**config.mk**
```make
export PLATFORM = sky130hd
export DESIGN_NAME = jk_ubus_arbiter
export DESIGN_NICKNAME = d
export VERILOG_FILES = /design/src/rtl/jk_ubus_arb_pkg.sv /design/src/rtl/jk_ubus_rr_picker.sv /design/src/rtl/jk_ubus_arbiter.sv
export SDC_FILE = /design/constraint.sdc
export NUM_CORES = 1
export LEC_CHECK = 0
export ABC_CLOCK_PERIOD_IN_PS = 4300
export CAP_MARGIN = 40
export CORE_MARGIN = 1
export CORE_UTILIZATION = 30
export DETAILED_ROUTE_END_ITERATION = 8
export PLACE_DENSITY_LB_ADDON = 0.2
export SYNTH_ARGS = -nofsm -noshare
export SYNTH_HDL_FRONTEND = slang
export SYNTH_HIERARCHICAL = 1
export SYNTH_SLANG_ARGS = --single-unit
```
**constraint.sdc**
```tcl
create_clock -name clk -period 4.3 [get_ports clk]
set_clock_uncertainty 0.2 [all_clocks]
set_input_delay 0.86 -clock clk [delete_from_list [all_inputs] [get_ports clk]]
set_output_delay 0.86 -clock clk [all_outputs]
set_load 0.005 [all_outputs]
```
**src/rtl/jk_ubus_arb_pkg.sv**
```systemverilog
// Shared types and helpers for the UBUS round-robin arbiter.
// Latency: n/a (declarations only).
// Backpressure: n/a.
//
// Contents: arbiter FSM state enum, size-to-beats decode, default widths,
// and an index-width helper that stays legal for a single master.
package jk_ubus_arb_pkg;

  localparam int DEF_NUM_MASTERS = 4;
  localparam int DEF_ADDR_W      = 16;
  localparam int DEF_DATA_W      = 8;
  localparam int BEAT_CNT_W      = 4;

  typedef enum logic [1:0] {
    ST_IDLE = 2'd0,
    ST_ADDR = 2'd1,
    ST_DATA = 2'd2
  } arb_state_e;

  // UBUS size field encodes the burst length as a power of two (1/2/4/8).
  function automatic logic [BEAT_CNT_W-1:0] size_to_beats(input logic [1:0] size);
    return BEAT_CNT_W'(1) << size;
  endfunction

  // $clog2(1) is 0, which would give a zero-width index vector.
  function automatic int idx_width(input int n);
    return (n > 1) ? $clog2(n) : 1;
  endfunction

endpackage

```
**src/rtl/jk_ubus_rr_picker.sv**
```systemverilog
// Round-robin request picker: first requester after i_rr_ptr, with wrap.
// Latency: purely combinational, no registers.
// Backpressure: none; the caller decides when to consume the pick.
//
// Ports:
//   i_req    per-master request vector
//   i_rr_ptr index of the most recently served master
//   o_gnt    one-hot pick (all zero when nothing requests)
//   o_idx    binary index of the pick (0 when nothing requests)
module jk_ubus_rr_picker
  import jk_ubus_arb_pkg::*;
#(
  parameter int NUM_MASTERS = DEF_NUM_MASTERS,
  parameter int IDX_W       = idx_width(NUM_MASTERS)
) (
  input  logic [NUM_MASTERS-1:0] i_req,
  input  logic [IDX_W-1:0]       i_rr_ptr,
  output logic [NUM_MASTERS-1:0] o_gnt,
  output logic [IDX_W-1:0]       o_idx
);

  // Offset k=1 is the master right after the last winner; k=NUM_MASTERS
  // wraps back to the last winner itself, so it only wins when alone.
  always_comb begin
    logic found;
    found = 1'b0;
    o_gnt = '0;
    o_idx = '0;
    for (int k = 1; k <= NUM_MASTERS; k++) begin
      for (int j = 0; j < NUM_MASTERS; j++) begin
        if (!found && i_req[j] &&
            (((int'(i_rr_ptr) + k) % NUM_MASTERS) == j)) begin
          found    = 1'b1;
          o_gnt[j] = 1'b1;
          o_idx    = IDX_W'(j);
        end
      end
    end
  end

endmodule

```
**src/rtl/jk_ubus_arbiter.sv**
```systemverilog
// Round-robin arbiter and address/data phase sequencer sharing one UBUS slave.
// Latency: req seen in IDLE -> m_gnt next cycle (ADDR); min transaction 3 cycles.
// Backpressure: s_wait_state stalls beat counting; s_error aborts the transfer.
//
// Ports:
//   clk, reset            bus clock, synchronous active-high reset
//   m_req / m_gnt         per-master request, registered one-hot grant
//   m_addr/size/read/write/bip/wdata  packed per-master request fields
//   m_rdata, m_wait_state, m_error    slave response broadcast to masters
//   s_addr/size/read/write/bip/wdata  winner's fields muxed to the slave
//   s_rdata, s_wait_state, s_error    slave response
//   proto_err             sticky protocol-violation flag
//
// Build option: JK_UBUS_ARB_PROTO_CHK_EN enables the bip/read-write checker
// behind proto_err; when undefined proto_err is tied low.
module jk_ubus_arbiter
  import jk_ubus_arb_pkg::*;
#(
  parameter int NUM_MASTERS = DEF_NUM_MASTERS,
  parameter int ADDR_W      = DEF_ADDR_W,
  parameter int DATA_W      = DEF_DATA_W
) (
  input  logic                          clk,
  input  logic                          reset,
  input  logic [NUM_MASTERS-1:0]        m_req,
  output logic [NUM_MASTERS-1:0]        m_gnt,
  input  logic [NUM_MASTERS*ADDR_W-1:0] m_addr,
  input  logic [NUM_MASTERS*2-1:0]      m_size,
  input  logic [NUM_MASTERS-1:0]        m_read,
  input  logic [NUM_MASTERS-1:0]        m_write,
  input  logic [NUM_MASTERS-1:0]        m_bip,
  input  logic [NUM_MASTERS*DATA_W-1:0] m_wdata,
  output logic [DATA_W-1:0]             m_rdata,
  output logic                          m_wait_state,
  output logic                          m_error,
  output logic [ADDR_W-1:0]             s_addr,
  output logic [1:0]                    s_size,
  output logic                          s_read,
  output logic                          s_write,
  output logic                          s_bip,
  output logic [DATA_W-1:0]             s_wdata,
  input  logic [DATA_W-1:0]             s_rdata,
  input  logic                          s_wait_state,
  input  logic                          s_error,
  output logic                          proto_err
);

  localparam int IDX_W = idx_width(NUM_MASTERS);

  arb_state_e              r_state;
  logic [NUM_MASTERS-1:0]  r_gnt;
  logic [IDX_W-1:0]        r_idx;
  logic [IDX_W-1:0]        r_rr_ptr;
  logic [BEAT_CNT_W-1:0]   r_beat_cnt;

  logic [NUM_MASTERS-1:0]  w_pick_gnt;
  logic [IDX_W-1:0]        w_pick_idx;

  logic [ADDR_W-1:0]       w_sel_addr;
  logic [1:0]              w_sel_size;
  logic                    w_sel_read;
  logic                    w_sel_write;
  logic                    w_sel_bip;
  logic [DATA_W-1:0]       w_sel_wdata;

  logic                    w_in_addr;
  logic                    w_in_data;
  logic                    w_beat_done;
  logic                    w_last_beat;
  logic                    w_exit;
  logic                    w_noop;

  jk_ubus_rr_picker #(
    .NUM_MASTERS (NUM_MASTERS),
    .IDX_W       (IDX_W)
  ) u_picker (
    .i_req    (m_req),
    .i_rr_ptr (r_rr_ptr),
    .o_gnt    (w_pick_gnt),
    .o_idx    (w_pick_idx)
  );

  // Select the latched winner's request fields.
  always_comb begin
    w_sel_addr  = '0;
    w_sel_size  = '0;
    w_sel_read  = 1'b0;
    w_sel_write = 1'b0;
    w_sel_bip   = 1'b0;
    w_sel_wdata = '0;
    for (int i = 0; i < NUM_MASTERS; i++) begin
      if (r_idx == IDX_W'(i)) begin
        w_sel_addr  = m_addr[i*ADDR_W +: ADDR_W];
        w_sel_size  = m_size[i*2 +: 2];
        w_sel_read  = m_read[i];
        w_sel_write = m_write[i];
        w_sel_bip   = m_bip[i];
        w_sel_wdata = m_wdata[i*DATA_W +: DATA_W];
      end
    end
  end

  assign w_in_addr   = (r_state == ST_ADDR);
  assign w_in_data   = (r_state == ST_DATA);
  assign w_beat_done = w_in_data & ~s_wait_state;
  assign w_last_beat = w_beat_done & (r_beat_cnt == BEAT_CNT_W'(1));
  // An error cycle ends the transfer even while the slave is still waiting.
  assign w_exit      = w_in_data & (s_error | w_last_beat);
  assign w_noop      = (w_sel_read == w_sel_write);

  // Slave side is forced quiet whenever no transfer owns the bus.
  assign s_addr  = (w_in_addr | w_in_data) ? w_sel_addr : '0;
  assign s_size  = (w_in_addr | w_in_data) ? w_sel_size : '0;
  assign s_read  = (w_in_addr | w_in_data) & w_sel_read;
  assign s_write = (w_in_addr | w_in_data) & w_sel_write;
  assign s_bip   = w_in_data & w_sel_bip;
  assign s_wdata = (w_in_data & w_sel_write) ? w_sel_wdata : '0;

  assign m_rdata      = s_rdata;
  assign m_wait_state = s_wait_state;
  assign m_error      = s_error;
  assign m_gnt        = r_gnt;

  always_ff @(posedge clk) begin
    if (reset) begin
      r_state    <= ST_IDLE;
      r_gnt      <= '0;
      r_idx      <= '0;
      r_rr_ptr   <= IDX_W'(NUM_MASTERS - 1);
      r_beat_cnt <= '0;
    end else begin
      case (r_state)
        ST_IDLE: begin
          if (|m_req) begin
            r_gnt   <= w_pick_gnt;
            r_idx   <= w_pick_idx;
            r_state <= ST_ADDR;
          end
        end
        ST_ADDR: begin
          if (w_noop) begin
            // A no-op still uses up this master's turn so a master stuck
            // issuing no-ops cannot starve the others.
            r_gnt    <= '0;
            r_rr_ptr <= r_idx;
            r_state  <= ST_IDLE;
          end else begin
            r_beat_cnt <= size_to_beats(w_sel_size);
            r_state    <= ST_DATA;
          end
        end
        ST_DATA: begin
          if (w_exit) begin
            r_gnt      <= '0;
            r_rr_ptr   <= r_idx;
            r_beat_cnt <= '0;
            r_state    <= ST_IDLE;
          end else if (w_beat_done) begin
            r_beat_cnt <= r_beat_cnt - BEAT_CNT_W'(1);
          end
        end
        default: begin
          r_gnt   <= '0;
          r_state <= ST_IDLE;
        end
      endcase
    end
  end

`ifdef JK_UBUS_ARB_PROTO_CHK_EN
  logic r_proto_err;
  logic w_proto_viol;

  // bip must stay high through every non-final beat and drop on the last;
  // an error-terminated cycle is not a normal non-final beat.
  assign w_proto_viol = (w_in_addr & w_sel_read & w_sel_write)
                      | (w_last_beat & s_bip)
                      | (w_beat_done & ~w_last_beat & ~s_error & ~s_bip);

  always_ff @(posedge clk) begin
    if (reset) begin
      r_proto_err <= 1'b0;
    end else if (w_proto_viol) begin
      r_proto_err <= 1'b1;
    end
  end

  assign proto_err = r_proto_err;
`else
  assign proto_err = 1'b0;
`endif

endmodule

```
==> summary.json, run 1 <==
{
  "layout-drive-gt1-share": {"value": 0.136},
  "fin_crit_sh": {"value": 0.842},
  "holdCritStartpoint": {"value": "m_gnt[2]"},
  "most-common-layout-cells": {"value": "158 x sky130_fd_sc_hd__clkdlybuf4s50_1, 30 x sky130_fd_sc_hd__mux4_2, 21 x sky130_fd_sc_hd__and2_1, 13 x sky130_fd_sc_hd__dfxtp_1, 11 x sky130_fd_sc_hd__nand2b_1"},
  "vdd.ir_drop.worst": {"value": 0.000114, "unit": "V"},
  "cts_sinks": {"value": 14},
  "ctsRootBufferMaster": {"value": "sky130_fd_sc_hd__clkbuf_8"},
  "initial_core_util": {"value": 0.311},
  "drt_first_pass_iters": {"value": 4},
  "critical-path-slowest-cell": {"value": "sky130_fd_sc_hd__mux4_2"},
  "grt-busiest-layer": {"value": "met2"},
  "achievable-frequency": {"value": 276, "unit": "MHz"},
  "fin_nets": {"value": 485},
  "ctsResizeCount": {"value": 0},
  "instances_no_fill": {"value": 442},
  "floorplan_die_area": {"value": 7380, "unit": "um^2"},
  "largest_net_degree_at_the_start_of_global_routing": {"value": 25},
  "static-leakage-power": {"value": 1.35, "unit": "nW"},
  "detail_route.vias_per_cell": {"value": 5.03},
  "min_path_type": {"value": "flip-flop to flip-flop"},
  "drc_violation_count_after_routing": {"value": 0},
  "totalNegativeSetupSlack": {"value": 0, "unit": "ns"},
  "finalCoreUtilization": {"value": 0.547},
  "drt-total-wl": {"value": 6930, "unit": "um"},
  "worst_pin_slew": {"value": 0.859, "unit": "ns"},
  "netlist_top_cells_area": {"value": "sky130_fd_sc_hd__mux4_2 32%, sky130_fd_sc_hd__dfxtp_1 13%, sky130_fd_sc_hd__and2_1 6.2%, sky130_fd_sc_hd__mux2i_1 4.3%, sky130_fd_sc_hd__buf_4 4.3%"},
  "worst-path-stages": {"value": 4},
  "final.min_clock_period": {"value": 3.62, "unit": "ns"},
  "ys_warn_count": {"value": 6},
  "maxCapViolCount": {"value": 0},
  "track_usage": {"value": 0.184},
  "holdBufCountCts": {"value": 0},
  "synthesis.nets": {"value": 345},
  "synth_enable_flop_cells": {"value": 0},
  "synth-main-ff-cell": {"value": "sky130_fd_sc_hd__dfxtp_1"},
  "final_gp_congestion": {"value": 0.838},
  "rsz0062_at_grt": {"value": "no"},
  "vias_in_the_first_global_route": {"value": 2231},
  "cp_top_family": {"value": "buffers and inverters"},
  "timing_worst_setup_path_type": {"value": "input port to primary output"},
  "cts.path.max_buffers": {"value": 2},
  "number_of_nets_with_antenna_violations_after_routing": {"value": 0},
  "num_antenna_cells": {"value": 0},
  "combinationalPowerShare": {"value": 0.644},
  "critical_path.max_stage_delay": {"value": 0.58, "unit": "ns"},
  "syn_area_per_cell": {"value": 10.1, "unit": "um^2"},
  "power": {"value": 0.839, "unit": "mW"},
  "worst_r2r_endpoint": {"value": "r_beat_cnt[3]"},
  "syn_to_final_growth": {"value": 76.2, "unit": "%"},
  "slew_violations": {"value": 0},
  "placedCellCount": {"value": 439},
  "io_pins": {"value": 176},
  "synth_seq_area_share": {"value": 0.133},
  "power_density_over_the_cells": {"value": 226, "unit": "nW/um^2"},
  "timing.critical_path.arrival": {"value": 2.56, "unit": "ns"},
  "grt_first_pass_wirelength": {"value": 10800, "unit": "um"},
  "yosys.cell_types.count": {"value": 47},
  "layout.cells.most_common": {"value": "sky130_fd_sc_hd__clkdlybuf4s50_1"},
  "internal_power": {"value": 0.566, "unit": "mW"},
  "worstRegToRegCells": {"value": 3},
  "cp.buffers_inverters": {"value": 2},
  "outcome": {"value": "complete, no violations"},
  "power.share.sequential": {"value": 0.226},
  "synthesis.instances": {"value": 208},
  "timing.final.hold_violations": {"value": 0},
  "setup_viol": {"value": 0},
  "insertion_delay": {"value": 0.25, "unit": "ns"},
  "required": {"value": 3.24, "unit": "ns"},
  "global_route.overflow_total": {"value": 0},
  "power.share.switching": {"value": 0.325},
  "worstPathCellList": {"value": "clkdlybuf4s50_1, mux4_2, and3_1, clkdlybuf4s50_1"},
  "path_clk_slew": {"value": 0.05, "unit": "ns"},
  "antenna_found_initial": {"value": 0},
  "min_path_cells": {"value": 2},
  "slew_headroom": {"value": 0.427},
  "regToRegSetupSlack": {"value": 2.11, "unit": "ns"},
  "holdPathEnd": {"value": "m_gnt[2]"},
  "setup.worst_path.start_class": {"value": "input port"},
  "cts-htree-levels": {"value": 1},
  "fp-row-count": {"value": 30},
  "ys_async_sr_fraction": {"value": 0},
  "gr-usage-met2": {"value": 0.337},
  "die_h": {"value": 85.9, "unit": "um"},
  "crit_fanout": {"value": 9},
  "share_clk_of_total_power": {"value": 0.130},
  "detailroute.via_count": {"value": 2225},
  "io_buffer_count": {"value": 158},
  "synthesis_stage_register_bit_count": {"value": 14},
  "tritoncts": {"value": "done"},
  "total_switching_power": {"value": 0.273, "unit": "mW"},
  "post-dp-hpwl": {"value": 5750, "unit": "um"},
  "r2r_start": {"value": "r_idx[1]"},
  "routed_wire_length_per_instance": {"value": 15.7, "unit": "um"},
  "synthDominantAreaCellType": {"value": "sky130_fd_sc_hd__mux4_2"},
  "timing.critical_path.to_type": {"value": "primary output"},
  "detailedRoute.firstIterationViolations": {"value": 58},
  "global_route.usage.met3": {"value": 0.0269},
  "globalRouteMet1Util": {"value": 0.221},
  "synth_top_area_share": {"value": 0.320},
  "die_w": {"value": 85.9, "unit": "um"},
  "post_synth_instance_area": {"value": 2110, "unit": "um^2"},
  "design.core.area": {"value": 6790, "unit": "um^2"},
  "cts-buffers-inserted": {"value": 3},
  "path_common_cell": {"value": "sky130_fd_sc_hd__clkdlybuf4s50_1"},
  "post-cts-setup-buffer-count": {"value": 0}
}
==> worst max-delay path by stage <==
stage	startpoint	to	slack [ns]
after floorplan	m_write[3]	s_wdata[0]	1.68
after global placement	m_write[3]	s_wdata[0]	0.71
after detailed placement	m_write[3]	s_wdata[0]	0.68
after CTS	m_write[3]	s_wdata[4]	0.68
after global routing	m_write[3]	s_wdata[4]	0.60
final	m_write[3]	s_wdata[4]	0.68
==> state kept, by name, indices dropped and copies added, names as in the netlist <==
name and flops:
r_idx 2, r_rr_ptr 2, r_beat_cnt 4, m_gnt 4, r_state 2
==> tightest hold or removal path: cells and delay by family, from the launching register on <==
kind,cells,cell delay [ns]
AND/OR/NAND/NOR,1,0.06
flip-flops,1,0.30
multiplexers,1,0.06
==> cell usage after synthesis (3+ instances only) <==
cell type                   n
sky130_fd_sc_hd__clkbuf_1   8
sky130_fd_sc_hd__nand2_1    4
sky130_fd_sc_hd__xnor2_1    4
sky130_fd_sc_hd__nand3b_1   5
sky130_fd_sc_hd__ha_1       5
sky130_fd_sc_hd__mux2i_1    9
sky130_fd_sc_hd__nor3_1     4
sky130_fd_sc_hd__buf_4     12
sky130_fd_sc_hd__a21oi_1    6
sky130_fd_sc_hd__o21bai_1   3
sky130_fd_sc_hd__nand2b_1  11
sky130_fd_sc_hd__inv_1      9
sky130_fd_sc_hd__mux4_2    30
sky130_fd_sc_hd__xor2_1     4
sky130_fd_sc_hd__and3_1     9
sky130_fd_sc_hd__buf_2      3
sky130_fd_sc_hd__o22ai_1    3
sky130_fd_sc_hd__and2_1    21
sky130_fd_sc_hd__dfxtp_1   14
sky130_fd_sc_hd__nor2_1    10
==> layout make-up <==
class                      instances  area (um^2)
sequential                        14          282
multi-input combinational        158         1630
fill                             608         3080
tap                               96          120
clock buffer                       3         41.3
inverter                           9         33.8
timing repair buffer             162         1610
==> power groups by stage <==
| stage | Clock, mW | Combinational, mW | Sequential, mW |
|---|---|---|---|
| final | 0.109 | 0.540 | 0.190 |
| after global placement | 0 | 0.539 | 0.194 |
| after global routing | 0.119 | 0.586 | 0.198 |
| after floorplan | 0 | 0.333 | 0.163 |
| after CTS | 0.110 | 0.547 | 0.192 |
| after detailed placement | 0 | 0.544 | 0.195 |
==> metal layers <==
layer  routed length, um  vias to the layer above
met3                 435                       19
li1                    -                     1058
met2                3640                      100
met5                   0                        -
met1                2660                     1048
met4                 193                        0
==> stage by stage <==
step	area [um^2]	hold slack (ns)	setup slack [ns]
after floorplan	2110	0.265	1.68
after global placement	3680	0.261	0.708
after detailed placement	3680	0.270	0.677
after CTS	3720	0.280	0.677
after global routing	3720	0.299	0.599
final	3720	0.277	0.679
==> cells by family (layout without fill, tap and decap cells) <==
family / Yosys count / count (layout) / synth area share
XOR/XNOR: 8 / 8 / 0.0332
multiplexers: 40 / 40 / 0.375
buffers and inverters: 36 / 174 / 0.0948
other: 1 / 1 / 0.00178
adder cells (fa/ha/maj): 5 / 5 / 0.0296
AO/OA/AOI/OAI: 29 / 29 / 0.112
flip-flops: 14 / 14 / 0.133
AND/OR/NAND/NOR: 75 / 75 / 0.221
(Power assumes the default switching activity.)
==> run 2: changes to the inputs <==
- ABC_CLOCK_PERIOD_IN_PS: 4300 -> 3500
- clock period: 4.3 -> 3.5 ns (I/O delays scaled with it)
==> run 2 against run 1 <==
Sequential power grew 13%. Register-to-register slack lost 0.74 ns. Sequential share of layout area shrank 0.058 points. Clock power grew 46%. Worst setup slack lost 0.51 ns. Critical path depth is the same. First-iteration DRC count grew 5.2%. Highest routed layer unchanged. Routed wire length grew 1.1%. Global-route usage shrank 0.060 points. Critical endpoint is now s_wdata[0]. Clock-buffer cell count grew 1. Die area is the same.
==> summary.json, run 2 (synthesis results as in run 1) <==
{
  "fillerInstances": {"value": 634},
  "cp.buffers_inverters": {"value": 2},
  "global_route.overflow_total": {"value": 0},
  "final_gp_congestion": {"value": 0.843},
  "slew_violations": {"value": 0},
  "most-common-layout-cells": {"value": "158 x sky130_fd_sc_hd__clkdlybuf4s50_1, 30 x sky130_fd_sc_hd__mux4_2, 21 x sky130_fd_sc_hd__and2_1, 13 x sky130_fd_sc_hd__dfxtp_1, 11 x sky130_fd_sc_hd__nand2b_1"},
  "critical_path.max_stage_delay": {"value": 0.60, "unit": "ns"},
  "ctsResizeCount": {"value": 0},
  "hold_ws": {"value": 0.274, "unit": "ns"},
  "min_path_type": {"value": "flip-flop to flip-flop"},
  "worstPathCellList": {"value": "clkdlybuf4s50_1, mux4_2, and3_1, clkdlybuf4s50_1"},
  "static-leakage-power": {"value": 1.37, "unit": "nW"},
  "timing_worst_setup_path_type": {"value": "input port to primary output"},
  "setup_viol": {"value": 0},
  "io_buffer_count": {"value": 158},
  "drt-total-wl": {"value": 7000, "unit": "um"},
  "instances_no_fill": {"value": 445},
  "achievable-frequency": {"value": 301, "unit": "MHz"},
  "die_h": {"value": 85.9, "unit": "um"},
  "cts-htree-levels": {"value": 1},
  "power_density_over_the_cells": {"value": 284, "unit": "nW/um^2"},
  "slew_headroom": {"value": 0.516},
  "required": {"value": 2.60, "unit": "ns"},
  "tritoncts": {"value": "done"},
  "detailedRoute.firstIterationViolations": {"value": 61},
  "vias_in_the_first_global_route": {"value": 2252},
  "fin_crit_sh": {"value": 0.951},
  "fp-row-count": {"value": 30},
  "layout-drive-gt1-share": {"value": 0.143},
  "setup.worst_path.start_class": {"value": "input port"},
  "fin_nets": {"value": 487},
  "placedCellCount": {"value": 441},
  "io_pins": {"value": 176},
  "holdBufCountCts": {"value": 0},
  "r2r_start": {"value": "r_idx[0]"},
  "number_of_nets_with_antenna_violations_after_routing": {"value": 0},
  "cts.path.max_buffers": {"value": 2},
  "post-cts-setup-buffer-count": {"value": 0},
  "drc_violation_count_after_routing": {"value": 0},
  "crit_fanout": {"value": 9},
  "path_common_cell": {"value": "sky130_fd_sc_hd__clkdlybuf4s50_1"},
  "layout.cells.most_common": {"value": "sky130_fd_sc_hd__clkdlybuf4s50_1"},
  "totalNegativeSetupSlack": {"value": 0, "unit": "ns"},
  "floorplan_die_area": {"value": 7380, "unit": "um^2"},
  "cts-buffers-inserted": {"value": 3},
  "placement.cell_area": {"value": 3690, "unit": "um^2"},
  "timing.critical_path.to_type": {"value": "primary output"},
  "timing.critical_path.arrival": {"value": 2.43, "unit": "ns"},
  "initial_core_util": {"value": 0.311},
  "maxCapViolCount": {"value": 0},
  "critPathLaunch": {"value": "m_write[3]"},
  "grt_first_pass_wirelength": {"value": 10700, "unit": "um"},
  "routed_wire_length_per_instance": {"value": 15.7, "unit": "um"},
  "path_clk_slew": {"value": 0.06, "unit": "ns"},
  "final.min_clock_period": {"value": 3.33, "unit": "ns"},
  "track_usage": {"value": 0.184},
  "design.core.area": {"value": 6790, "unit": "um^2"},
  "cp_top_family": {"value": "buffers and inverters"},
  "die_w": {"value": 85.9, "unit": "um"},
  "vdd.ir_drop.worst": {"value": 0.000168, "unit": "V"},
  "post-dp-hpwl": {"value": 5770, "unit": "um"},
  "timing.final.hold_violations": {"value": 0},
  "detailroute.via_count": {"value": 2231},
  "insertion_delay": {"value": 0.24, "unit": "ns"},
  "outcome": {"value": "complete, no violations"},
  "cts_sinks": {"value": 14},
  "worst_pin_slew": {"value": 0.724, "unit": "ns"},
  "antenna_found_initial": {"value": 0},
  "critical-path-slowest-cell": {"value": "sky130_fd_sc_hd__mux4_2"},
  "drt_first_pass_iters": {"value": 4},
  "ctsRootBufferMaster": {"value": "sky130_fd_sc_hd__clkbuf_8"},
  "rsz0062_at_grt": {"value": "no"},
  "holdCritStartpoint": {"value": "m_gnt[2]"},
  "finish.instance_area": {"value": 3750, "unit": "um^2"},
  "num_antenna_cells": {"value": 0},
  "detail_route.vias_per_cell": {"value": 5.01},
  "largest_net_degree_at_the_start_of_global_routing": {"value": 32},
  "syn_to_final_growth": {"value": 77.5, "unit": "%"}
}
run 2: final cells by class:
type                    count  area, um^2  share of cell area
multi-input cells         158        1630               0.435
repair buffers            164        1630               0.434
flip-flops and latches     14         282              0.0751
well taps                  96         120              0.0321
clock buffers               4        55.1              0.0147
inverters                   9        33.8             0.00902
run 2: worst register-to-register path, delay by kind of cell, from the launching register on:
kind	cells	cell delay (ns)
muxes	2	0.84
DFF	1	0.49
AOI/OAI and AO/OA	1	0.29
buffers and inverters	1	0.24
run 2: report_power, final:
group	leakage, nW	internal (mW)	total, mW	switching [mW]
Clock	0.0288	0.0996	0.159	0.0595
Combinational	1.22	0.443	0.690	0.247
Sequential	0.115	0.182	0.214	0.0313
run 2: per-stage QoR:
| step | power (mW) | util | setup WS [ns] |
|---|---|---|---|
| after floorplan | 0.609 | - | 1.13 |
| after global placement | 0.906 | 0.543 | 0.229 |
| after detailed placement | 0.913 | 0.543 | 0.189 |
| after CTS | 1.07 | 0.552 | 0.185 |
| after global routing | 1.14 | 0.552 | 0.118 |
| final | 1.06 | 0.552 | 0.173 |
run 2: routing by layer:
layer / track usage / vias up / wire (um)
li1: - / 1063 / -
met1: 0.214 / 1059 / 2670
met2: 0.351 / 101 / 3760
met3: 0.0327 / 8 / 486
met4: 0.0348 / 0 / 80
met5: 0 / - / 0
run 2: path summary, 6_finish.rpt:
kind / endpoint / slack (ns) / cells after the start
max: s_wdata[0] / 0.17 / 4
min: m_gnt[2] / 0.27 / 2
max reg2reg: r_beat_cnt[1] / 1.37 / 4
min reg2reg: m_gnt[2] / 0.27 / 2
